File: src/rtl/interp_sched_pkg.sv
// Shared opcode encodings, FSM state values and the pulse-decode helper for
// the interpolation command scheduler.
package interp_sched_pkg;

  localparam int OP_W = 2;

  typedef enum logic [OP_W-1:0] {
    OP_INIT   = 2'd0,
    OP_UPDATE = 2'd1,
    OP_START  = 2'd2,
    OP_ALERT  = 2'd3
  } op_e;

  localparam logic [1:0] ST_IDLE  = 2'd0;
  localparam logic [1:0] ST_ISSUE = 2'd1;
  localparam logic [1:0] ST_WAIT  = 2'd2;

  // One-hot pulse vector indexed by opcode: [0]=init [1]=update [2]=start [3]=alert.
  function automatic logic [3:0] op_onehot(input op_e op);
    return 4'b0001 << op;
  endfunction

endpackage

File: src/rtl/interp_sched_fifo.sv
// Synchronous show-ahead FIFO of {op,data} entries with occupancy, full and
// empty. A push while full is accepted when a pop happens in the same cycle.
module interp_sched_fifo #(
  parameter  int DEPTH = 4,
  parameter  int WIDTH = 18,
  localparam int PTR_W = $clog2(DEPTH),
  localparam int LVL_W = PTR_W + 1
) (
  input  logic             clk,
  input  logic             rst,
  input  logic             push,
  input  logic             pop,
  input  logic [WIDTH-1:0] wdata,
  output logic [WIDTH-1:0] rdata,
  output logic [LVL_W-1:0] level,
  output logic             full,
  output logic             empty
);

  logic [WIDTH-1:0] mem [DEPTH];
  logic [PTR_W-1:0] wr_ptr;
  logic [PTR_W-1:0] rd_ptr;
  logic             do_push;
  logic             do_pop;

  assign full    = (level == LVL_W'(DEPTH));
  assign empty   = (level == '0);
  assign do_pop  = pop & ~empty;
  assign do_push = push & (~full | do_pop);
  assign rdata   = mem[rd_ptr];

  // NOTE: sequential state uses non-blocking assignments so every flop samples
  // pre-edge values regardless of block ordering.
  always_ff @(posedge clk or negedge rst) begin
    if (!rst) begin
      wr_ptr <= '0;
      rd_ptr <= '0;
      level  <= '0;
    end else begin
      if (do_push) wr_ptr <= wr_ptr + 1'b1;
      if (do_pop)  rd_ptr <= rd_ptr + 1'b1;
      case ({do_push, do_pop})
        2'b10:   level <= level + 1'b1;
        2'b01:   level <= level - 1'b1;
        default: level <= level;
      endcase
    end
  end

  // NOTE: the storage array has no reset; entries are only ever read after
  // being written, and leaving it unreset lets it map onto plain RAM/flops.
  always_ff @(posedge clk) begin
    if (do_push) mem[wr_ptr] <= wdata;
  end

endmodule

File: src/rtl/interp_cmd_scheduler.sv
// Issues queued solver commands and priority alerts to the interpolation FSM,
// one transaction at a time. Define INTERP_SCHED_WDOG_EN to add the WAIT watchdog.
module interp_cmd_scheduler
  import interp_sched_pkg::*;
#(
  parameter int FIFO_DEPTH = 4,
  parameter int DATA_W     = 16,
  parameter int WDOG_CYC   = 64
) (
  input  logic                        clk,
  input  logic                        rst,
  input  logic                        req_valid,
  input  logic [1:0]                  req_op,
  input  logic [DATA_W-1:0]           req_data,
  output logic                        req_ready,
  input  logic                        alert_req,
  input  logic [DATA_W-1:0]           alert_data,
  output logic                        alert_ack,
  output logic                        fsm_init,
  output logic                        fsm_update,
  output logic                        fsm_alert,
  output logic                        fsm_start,
  input  logic                        fsm_done,
  output logic [DATA_W-1:0]           cmd_data,
  output logic                        busy,
  output logic [$clog2(FIFO_DEPTH):0] queue_level,
  output logic                        timeout_err
);

  localparam int ENTRY_W = OP_W + DATA_W;

  logic [1:0]         state;
  logic [1:0]         state_nxt;
  logic [ENTRY_W-1:0] head;
  op_e                head_op;
  logic [DATA_W-1:0]  head_data;
  logic               fifo_full;
  logic               fifo_empty;
  logic               push;
  logic               pop_now;
  logic               take_alert;
  logic               issue_go;
  op_e                issue_op;
  logic [DATA_W-1:0]  issue_data;
  logic               wdog_fire;
  logic [3:0]         pulse_q;

  assign push = req_valid & req_ready;

  interp_sched_fifo #(
    .DEPTH (FIFO_DEPTH),
    .WIDTH (ENTRY_W)
  ) u_fifo (
    .clk   (clk),
    .rst   (rst),
    .push  (push),
    .pop   (pop_now),
    .wdata ({req_op, req_data}),
    .rdata (head),
    .level (queue_level),
    .full  (fifo_full),
    .empty (fifo_empty)
  );

  assign head_op   = op_e'(head[ENTRY_W-1 -: OP_W]);
  assign head_data = head[DATA_W-1:0];

  always_ff @(posedge clk or negedge rst) begin
    if (!rst) state <= ST_IDLE;
    else      state <= state_nxt;
  end

  always_comb begin
    // NOTE: a default on every path keeps this block purely combinational;
    // a missing assignment would infer a latch.
    state_nxt = state;
    case (state)
      ST_IDLE:  if (issue_go) state_nxt = ST_ISSUE;
      ST_ISSUE: state_nxt = ST_WAIT;
      ST_WAIT:  if (fsm_done || wdog_fire) state_nxt = ST_IDLE;
      default:  state_nxt = ST_IDLE;
    endcase
  end

  // Alert arbitration: a held alert request always wins over the queue head.
  always_comb begin
    take_alert = 1'b0;
    pop_now    = 1'b0;
    issue_op   = head_op;
    issue_data = head_data;
    if (state == ST_IDLE) begin
      if (alert_req) begin
        take_alert = 1'b1;
        issue_op   = OP_ALERT;
        issue_data = alert_data;
      end else if (!fifo_empty) begin
        pop_now = 1'b1;
      end
    end
  end

  assign issue_go = take_alert | pop_now;

  // Pulses and payload are registered on the edge that enters ISSUE.
  always_ff @(posedge clk or negedge rst) begin
    if (!rst) begin
      pulse_q   <= '0;
      alert_ack <= 1'b0;
      cmd_data  <= '0;
    end else begin
      pulse_q   <= issue_go ? op_onehot(issue_op) : 4'b0000;
      alert_ack <= take_alert;
      if (issue_go) cmd_data <= issue_data;
    end
  end

  assign fsm_init   = pulse_q[OP_INIT];
  assign fsm_update = pulse_q[OP_UPDATE];
  assign fsm_start  = pulse_q[OP_START];
  assign fsm_alert  = pulse_q[OP_ALERT];

`ifdef INTERP_SCHED_WDOG_EN
  localparam int WDOG_W = $clog2(WDOG_CYC + 1);

  logic [WDOG_W-1:0] wdog_cnt;
  logic              timeout_q;

  // Counter is held at zero outside WAIT, so it starts fresh on every entry.
  assign wdog_fire = (state == ST_WAIT) && !fsm_done &&
                     (wdog_cnt == WDOG_W'(WDOG_CYC - 1));

  always_ff @(posedge clk or negedge rst) begin
    if (!rst) begin
      wdog_cnt  <= '0;
      timeout_q <= 1'b0;
    end else begin
      if (state != ST_WAIT) wdog_cnt <= '0;
      else                  wdog_cnt <= wdog_cnt + 1'b1;
      if (wdog_fire) timeout_q <= 1'b1;
    end
  end

  assign timeout_err = timeout_q;
`else
  assign wdog_fire   = 1'b0;
  assign timeout_err = 1'b0;
`endif

  // A pop frees a slot in the same cycle, so a full queue still accepts a push
  // while the scheduler drains it; this never depends on req_valid.
  assign req_ready = ~fifo_full | pop_now;
  assign busy      = (state != ST_IDLE) | ~fifo_empty | alert_req;

endmodule

File: config.mk
export PLATFORM = sky130hd
export DESIGN_NAME = interp_cmd_scheduler
export DESIGN_NICKNAME = d
export VERILOG_FILES = /design/src/rtl/interp_sched_pkg.sv /design/src/rtl/interp_sched_fifo.sv /design/src/rtl/interp_cmd_scheduler.sv
export SDC_FILE = /design/constraint.sdc
export NUM_CORES = 1
export LEC_CHECK = 0
export BUFFER_PORTS_ARGS = -buffer_cell sky130_fd_sc_hd__buf_2
export CORE_MARGIN = 2
export CORE_UTILIZATION = 50
export CTS_CLUSTER_DIAMETER = 200
export DETAILED_ROUTE_END_ITERATION = 10
export HOLD_SLACK_MARGIN = 0.08
export PLACE_DENSITY = 0.75
export REMOVE_ABC_BUFFERS = 1
export SLEW_MARGIN = 20
export SYNTH_ARGS = -nofsm -noshare
export SYNTH_HDL_FRONTEND = slang
export SYNTH_SLANG_ARGS = --single-unit
File: constraint.sdc
create_clock -name clk -period 2.05 [get_ports clk]
set_input_delay 0.1025 -clock clk [delete_from_list [all_inputs] [get_ports clk]]
set_output_delay 0.1025 -clock clk [all_outputs]
set_load 0.01 [all_outputs]
# ---- Word level (Yosys, flattened, before mapping)
# Memory sizes are Yosys's and may differ from the RTL's.
# Index checks and enable logic that the tools add are counted.
dict set report classes {
  n_bitwise 10
  n_mux 16
  reduce_logical 5
  n_shift 1
  n_eq_ne 7
  add_sub_neg 4
}
# op n
set op_table {}
lappend op_table {{two-way mux 16 bit} 2}
lappend op_table {{two-way mux 2 bit} 4}
lappend op_table {{two-way mux 1 bit} 7}
lappend op_table {{one-hot mux 2 bit (3 select lines)} 1}
lappend op_table {{one-hot mux 3 bit (2 select lines)} 1}
lappend op_table {{bitwise OR 1 bit} 5}
lappend op_table {{adder 2 x 1 -> 2 bit (second input constant)} 2}
lappend op_table {{== test 2 x 1 -> 1 bit (second input constant)} 2}
lappend op_table {{== test 2 bit (second input constant)} 2}
lappend op_table {{two-way mux 4 bit} 1}
lappend op_table {{inequality test 2 bit (second input constant)} 2}
lappend op_table {{nonzero test 2 bit} 2}
lappend op_table {{left shift 1 x 2 -> 4 bit (first input constant)} 1}
lappend op_table {{adder 3 x 1 -> 3 bit (second input constant)} 1}
lappend op_table {{AND 1 bit} 3}
lappend op_table {{== test 3 bit (second input constant)} 1}
lappend op_table {{logical NOT 3 bit} 1}
lappend op_table {{subtractor 3 x 1 -> 3 bit (second input constant)} 1}
lappend op_table {{logical NOT 2 bit} 1}
lappend op_table {{NOT 1 bit} 2}
lappend op_table {{AND reduction 2 bit} 1}
dict set report word_totals {
  inputBits 39
  elab_cells 51
  mem_bits_rw 72
  ff_bits 30
  n_memories 1
}
# name depth word_bits rd rd_ports_with_merged_regs write_ports line_no
set memory_table {}
lappend memory_table {u_fifo.mem 4 18 1 0 1 interp_sched_fifo.sv:20} ;# logic [WIDTH-1:0] mem [DEPTH];

# ---- Logic depth before layout (Yosys ltp)
dict set report logic_depth {
  depth_word 9
  mapped_depth 10
  mapped_depth_nobuf 9
}

# ---- By module
# A second synthesis with hierarchy kept.
dict set report unflattened {
  cells_unflattened 231
  hier_area_um2 4095.2
}
# mod seq_area_each_um2 n_inst cells_per_inst area_each_um2
set by_module_without_submodules {}
lappend by_module_without_submodules {interp_sched_fifo 2337.2 1 132 3025.4}
lappend by_module_without_submodules {interp_cmd_scheduler 575.6 1 99 1069.8}

# ---- Worst setup path before layout
# Ideal clock, no wire load.
dict set report synth_path {
  kind {reg2reg}
  from {register state[0]}
  to {register u_fifo.level[2]}
  required_time_ns 1.919
  synth_period_minus_slack_ns 2.113
  path_stages_with_launch 11
  slack_ns -0.063
  n_path_buf 1
  arrival_time_ns 1.982
  cell_sequence {dfrtp_1 -> or3_1 -> clkbuf_1 -> a31oi_2 -> inv_1 -> ha_1 -> inv_1 -> fa_1 -> xor2_1 -> nor2_1 -> xor2_1}
}
dict set report synth_between {
  elab_chain_len 7
  elab_cells_between_ends 11
}
# item line_no
set synth_lines {}
lappend synth_lines {{from (decl)} interp_cmd_scheduler.sv:32} ;# logic [1:0] state;
lappend synth_lines {{from (signal assigned)} interp_cmd_scheduler.sv:70} ;# else state <= state_nxt;
lappend synth_lines {{logical NOT 2 bit *} interp_cmd_scheduler.sv:91} ;# if (state == ST_IDLE) begin
lappend synth_lines {{two-way mux 1 bit *} interp_cmd_scheduler.sv:91}
lappend synth_lines {{bitwise OR 1 bit or AND 1 bit (tied branches)} {interp_cmd_scheduler.sv:151, interp_sched_fifo.sv:28}}
lappend synth_lines {{AND 1 bit or bitwise OR 1 bit (tied branches)} {interp_cmd_scheduler.sv:48, interp_sched_fifo.sv:29}}
lappend synth_lines {{AND 1 bit} interp_sched_fifo.sv:29} ;# assign do_push = push & (~full | do_pop);
lappend synth_lines {{== test 2 x 1 -> 1 bit or == test 2 bit (tied branches)} interp_sched_fifo.sv:42} ;# case ({do_push, do_pop})
lappend synth_lines {{one-hot mux 3 bit (2 select lines) or nonzero test 2 bit (tied branches)} --}
lappend synth_lines {{to (signal assigned)} interp_sched_fifo.sv:43} ;# 2'b10: level <= level + 1'b1;
lappend synth_lines {{to (signal assigned)} interp_sched_fifo.sv:44} ;# 2'b01: level <= level - 1'b1;
lappend synth_lines {{to (signal assigned)} interp_sched_fifo.sv:45} ;# default: level <= level;
lappend synth_lines {{to (decl)} interp_sched_fifo.sv:15} ;# output logic [LVL_W-1:0] level,
# Every way passes the cells marked *; elsewhere a longest branch is shown, timed or not.
# A chain may end at the register's enable or synchronous reset.

# ---- Worst setup path in the final report
dict set report layout_path {
  from {register state[0]}
  to {register u_fifo.level[2]}
}
dict set report layout_between {
  elab_chain_len 7
  elab_cells_between_ends 11
}
# item line_no
set layout_lines {}
lappend layout_lines {{logical NOT 2 bit *} interp_cmd_scheduler.sv:91}
lappend layout_lines {{two-way mux 1 bit *} interp_cmd_scheduler.sv:91}
lappend layout_lines {{AND 1 bit *} interp_sched_fifo.sv:28} ;# assign do_pop = pop & ~empty;
lappend layout_lines {{net u_fifo.do_pop} interp_sched_fifo.sv:24} ;# logic do_pop;
lappend layout_lines {{bitwise OR 1 bit} interp_sched_fifo.sv:29}
lappend layout_lines {{AND 1 bit} interp_sched_fifo.sv:29}
lappend layout_lines {{== test 2 x 1 -> 1 bit or == test 2 bit (tied branches)} interp_sched_fifo.sv:42}
lappend layout_lines {{one-hot mux 3 bit (2 select lines) or nonzero test 2 bit (tied branches)} --}
# The timed path passes the listed nets; every way through them passes the cells marked *.

==> metrics.log <==
INFO  metric syn_area = 4050 µm²
INFO  metric result_of_the_run = completed
INFO  metric syn_inst_count = 246
INFO  metric final_layout_size_suffix_gt1_share = 35.0%
INFO  metric worst_path_largest_cell_delay = 0.43 ns
INFO  metric placed_cell_areas = 4610 µm²
INFO  metric die_area = 8840 µm²
INFO  metric timing_worst_setup_path_type = reg2reg
INFO  metric worst_pin_slew = 0.730 ns
INFO  metric top_signal_layer_used = met4
INFO  metric yosysSeqAreaShare = 71.9%
INFO  metric cts.root.buffer_cell = clkbuf_8
INFO  metric via_count_of_the_first_global_routing_pass = 2674
INFO  metric async_flop_share = 29.4%
INFO  metric grt_max_degree = 31
INFO  metric setup_viol = 0
INFO  metric initial_utilization = 51.9%
INFO  metric drtIter0Drc = 162
INFO  metric grt_first_pass_wirelength = 13000 µm
INFO  metric timing.critical_path.from_type = register
INFO  metric worstPathArrival = 2.31 ns
INFO  metric met3_wirelength = 559 µm
INFO  metric fin_worst_skew = 0.0110 ns
INFO  metric clock.fmax = 493 MHz
INFO  metric maxSlewHeadroom = 51.3%
INFO  metric chip_width = 94.0 µm
INFO  metric syn_area_per_cell = 16.5 µm²
INFO  metric max_cap_violations = 0
INFO  metric wirelength = 8220 µm
INFO  metric synth_seq_cells = 102
INFO  metric worst_path_most_repeated_cell = xor2_1
INFO  metric grt_setup_unrepaired = true
INFO  metric clockBufferDepth = 2
INFO  metric worst_ir_drop_vdd = 0.721 mV
INFO  metric area_growth = 29.6%
INFO  metric cts-buffers-inserted = 9
INFO  metric grt_residual_overflow = 0
INFO  metric post-dp-hpwl = 5090 µm
INFO  metric timing.final.crit_period = 2.03 ns
INFO  metric tritoncts = built
INFO  metric antenna_cells_inserted = 0
INFO  metric final.fill_count = 538
INFO  metric critPathTopFamily = simple AND/OR/NAND/NOR gates
INFO  metric top_level_ports = 66
INFO  metric remaining_drc_errors = 0
INFO  metric sequential_cell_area = 2910 µm²
INFO  metric cts_sinks = 102
INFO  metric met2_wl_post_dr = 4430 µm
INFO  metric drt_first_pass_iters = 4
INFO  metric worstPathMaxFanout = 3
INFO  metric worstSkewPairLatency = 0.35 ns
INFO  metric gr-usage-all-layers = 20.1%
INFO  metric synthFlopType = edfxtp_1
INFO  metric layoutNonFillerInstCount = 471
INFO  metric rows = 32
INFO  metric layout_worst_path_cycle_share = 99.0%
INFO  metric leakage_power_of_the_design = 2.05 nW
INFO  metric synth_top_cell_by_area = edfxtp_1
INFO  metric finish.instance_area = 5250 µm²
INFO  metric h_tree_level_count = 3
INFO  metric top_post_synthesis_cells_by_area = edfxtp_1 (53%), dfrtp_1 (19%), mux4_2 (10%)
INFO  metric placedCellCount = 415
INFO  metric via_per_inst = 5.22
INFO  metric die_height = 94.0 µm
INFO  metric antenna_violating_nets_post_route = 0
INFO  metric timing.final.hold_violations = 0
INFO  metric hp-class = in2reg
INFO  metric crit_required = 2.33 ns
INFO  metric io_buffers = 64
INFO  metric coreArea = 7810 µm²
INFO  metric synth_edf_count = 72
INFO  metric synth_top_area_share = 53.4%
INFO  metric cp_max_delay_cell = or3_4
INFO  metric finalMaxSlewViolations = 0
INFO  metric routed-via-count = 2460
INFO  metric wl_per_cell = 17.4 µm
INFO  metric timing.critical_path.buf_inv = 1
INFO  metric cts.reportedPaths.clkPinSlew = 0.10 ns
INFO  metric power-per-cell-area = 1360 nW/µm²
INFO  metric sequence_of_cells_on_the_critical_path = or3_4 -> nor2_4 -> ha_4 -> inv_2 -> fa_2 -> xor2_1 -> nor2_1 -> xor2_1
INFO  metric num-nets-final = 409
INFO  metric post_synth_num_cell_types = 34
INFO  metric number_of_antenna_violations_at_the_first_check_in_global_routing = 0
INFO  metric critPathCaptureType = register
INFO  metric count_of_synthesis_stage_warnings_from_yosys = 0
INFO  metric gp_congestion = 0.719
INFO  metric wl_met1 = 3140 µm
INFO  metric multi_input_comb_area = 1070 µm²
-- timing repair --
item | 4_1_cts | 5_1_grt
gates resized for setup | 3 | 7
pin swaps | 0 | 7
setup buffers | 0 | 4
hold endpoints to repair | 119 | 0
endpoints found under the setup margin | 1 | 2
hold buffers | 36 | 0
-- final timing paths --
check	start	endpoint	slack, ns	cells past startpoint
min in group asynchronous	rst	cmd_data[3]	0.35	2
min reg2reg	cmd_data[6]	cmd_data[6]	0.55	2
max reg2reg	state[0]	u_fifo.level[2]	0.02	8
max	state[0]	u_fifo.level[2]	0.02	8
min	alert_req	pulse_q[0]	0.23	4
max in group asynchronous	rst	cmd_data[15]	1.24	2
-- layer usage --
| metal | vias to the layer above | track usage (%) |
|---|---|---|
| met5 | - | 0 |
| met4 | 0 | 7.97 |
| met3 | 9 | 3.61 |
| met2 | 98 | 35.2 |
| met1 | 1195 | 24.8 |
| li1 | 1158 | - |
-- logic make-up after synthesis --
| kind of cell | count (synthesis) | share of synthesized area [%] |
|---|---|---|
| xor+xnor | 6 | 1.30 |
| other cells | 1 | 0.0926 |
| fa+ha+maj | 6 | 2.04 |
| flops | 102 | 71.9 |
| compound gates | 34 | 4.88 |
| buf+inv | 22 | 2.75 |
| simple gates | 54 | 6.27 |
| mux | 21 | 10.8 |
-- placed cells by master (no fill, tap or decap), drive strengths merged, types with 2 or more instances in the layout --
cell type / instances
nor2: 4
mux4: 18
nand3: 2
ha: 5
edfxtp: 72
and2: 5
a21oi: 17
bufinv: 2
mux2i: 2
xnor2: 2
dfrtp: 30
xor2: 4
clkinv: 4
dlygate4sd3: 36
nor3: 2
buf: 85
a31oi: 17
clkbuf: 10
nand2: 32
inv: 8
-- final cells by class --
type / count / share of cell area [%]
Clock buffer: 10 / 2.43
Clock inverter: 6 / 1.64
Inverter: 8 / 0.572
Multi-Input combinational cell: 122 / 20.3
Sequential cell: 102 / 55.5
Tap cell: 102 / 2.43
Timing Repair Buffer: 121 / 17.2
-- cell usage after synthesis, drive strengths merged (2+ instances only) --
| cell | number |
|---|---|
| nor2 | 4 |
| ha | 5 |
| edfxtp | 72 |
| nor3 | 2 |
| mux4 | 18 |
| buf | 9 |
| and2 | 5 |
| nand2 | 32 |
| a31oi | 17 |
| dfrtp | 30 |
| xnor2 | 2 |
| nand3 | 2 |
| a21oi | 17 |
| xor2 | 4 |
| clkbuf | 5 |
| inv | 8 |
| mux2i | 2 |
-- report_power, final --
part           switching, mW  leakage [nW]  internal (mW)
clock                  0.645         0.108          0.686
combinational           1.40         0.924           1.31
sequential             0.272          1.01           2.82
-- metrics by stage --
step	total power, mW	utilization, %	setup TNS, ns	setup slack [ns]	hold WS [ns]
4_1_cts	7.11	66.5	0	0.0139	0.208
6_report	7.13	67.3	0	0.0213	0.233
2_1_floorplan	4.65	-	-0.0199	-0.0199	-0.193
3_3_place_gp	5.61	59.0	0	0.0718	0.189
3_5_place_dp	5.71	59.0	-0.0639	-0.0639	0.208
5_1_grt	7.55	67.3	-0.0645	-0.0645	0.241
-- state kept, by name, summed over array words and instances, names as in the netlist --
signal         count
alert_ack          1
u_fifo.wr_ptr      2
pulse_q            4
state              2
u_fifo.rd_ptr      2
u_fifo.level       3
cmd_data          16
u_fifo.mem        72
-- tightest hold or removal path, cell delays in order --
cell and delay (ns):
buf_2 0.11, or3_4 0.16, buf_4 0.13, nor4_1 0.05
(Power assumes the default switching activity.)
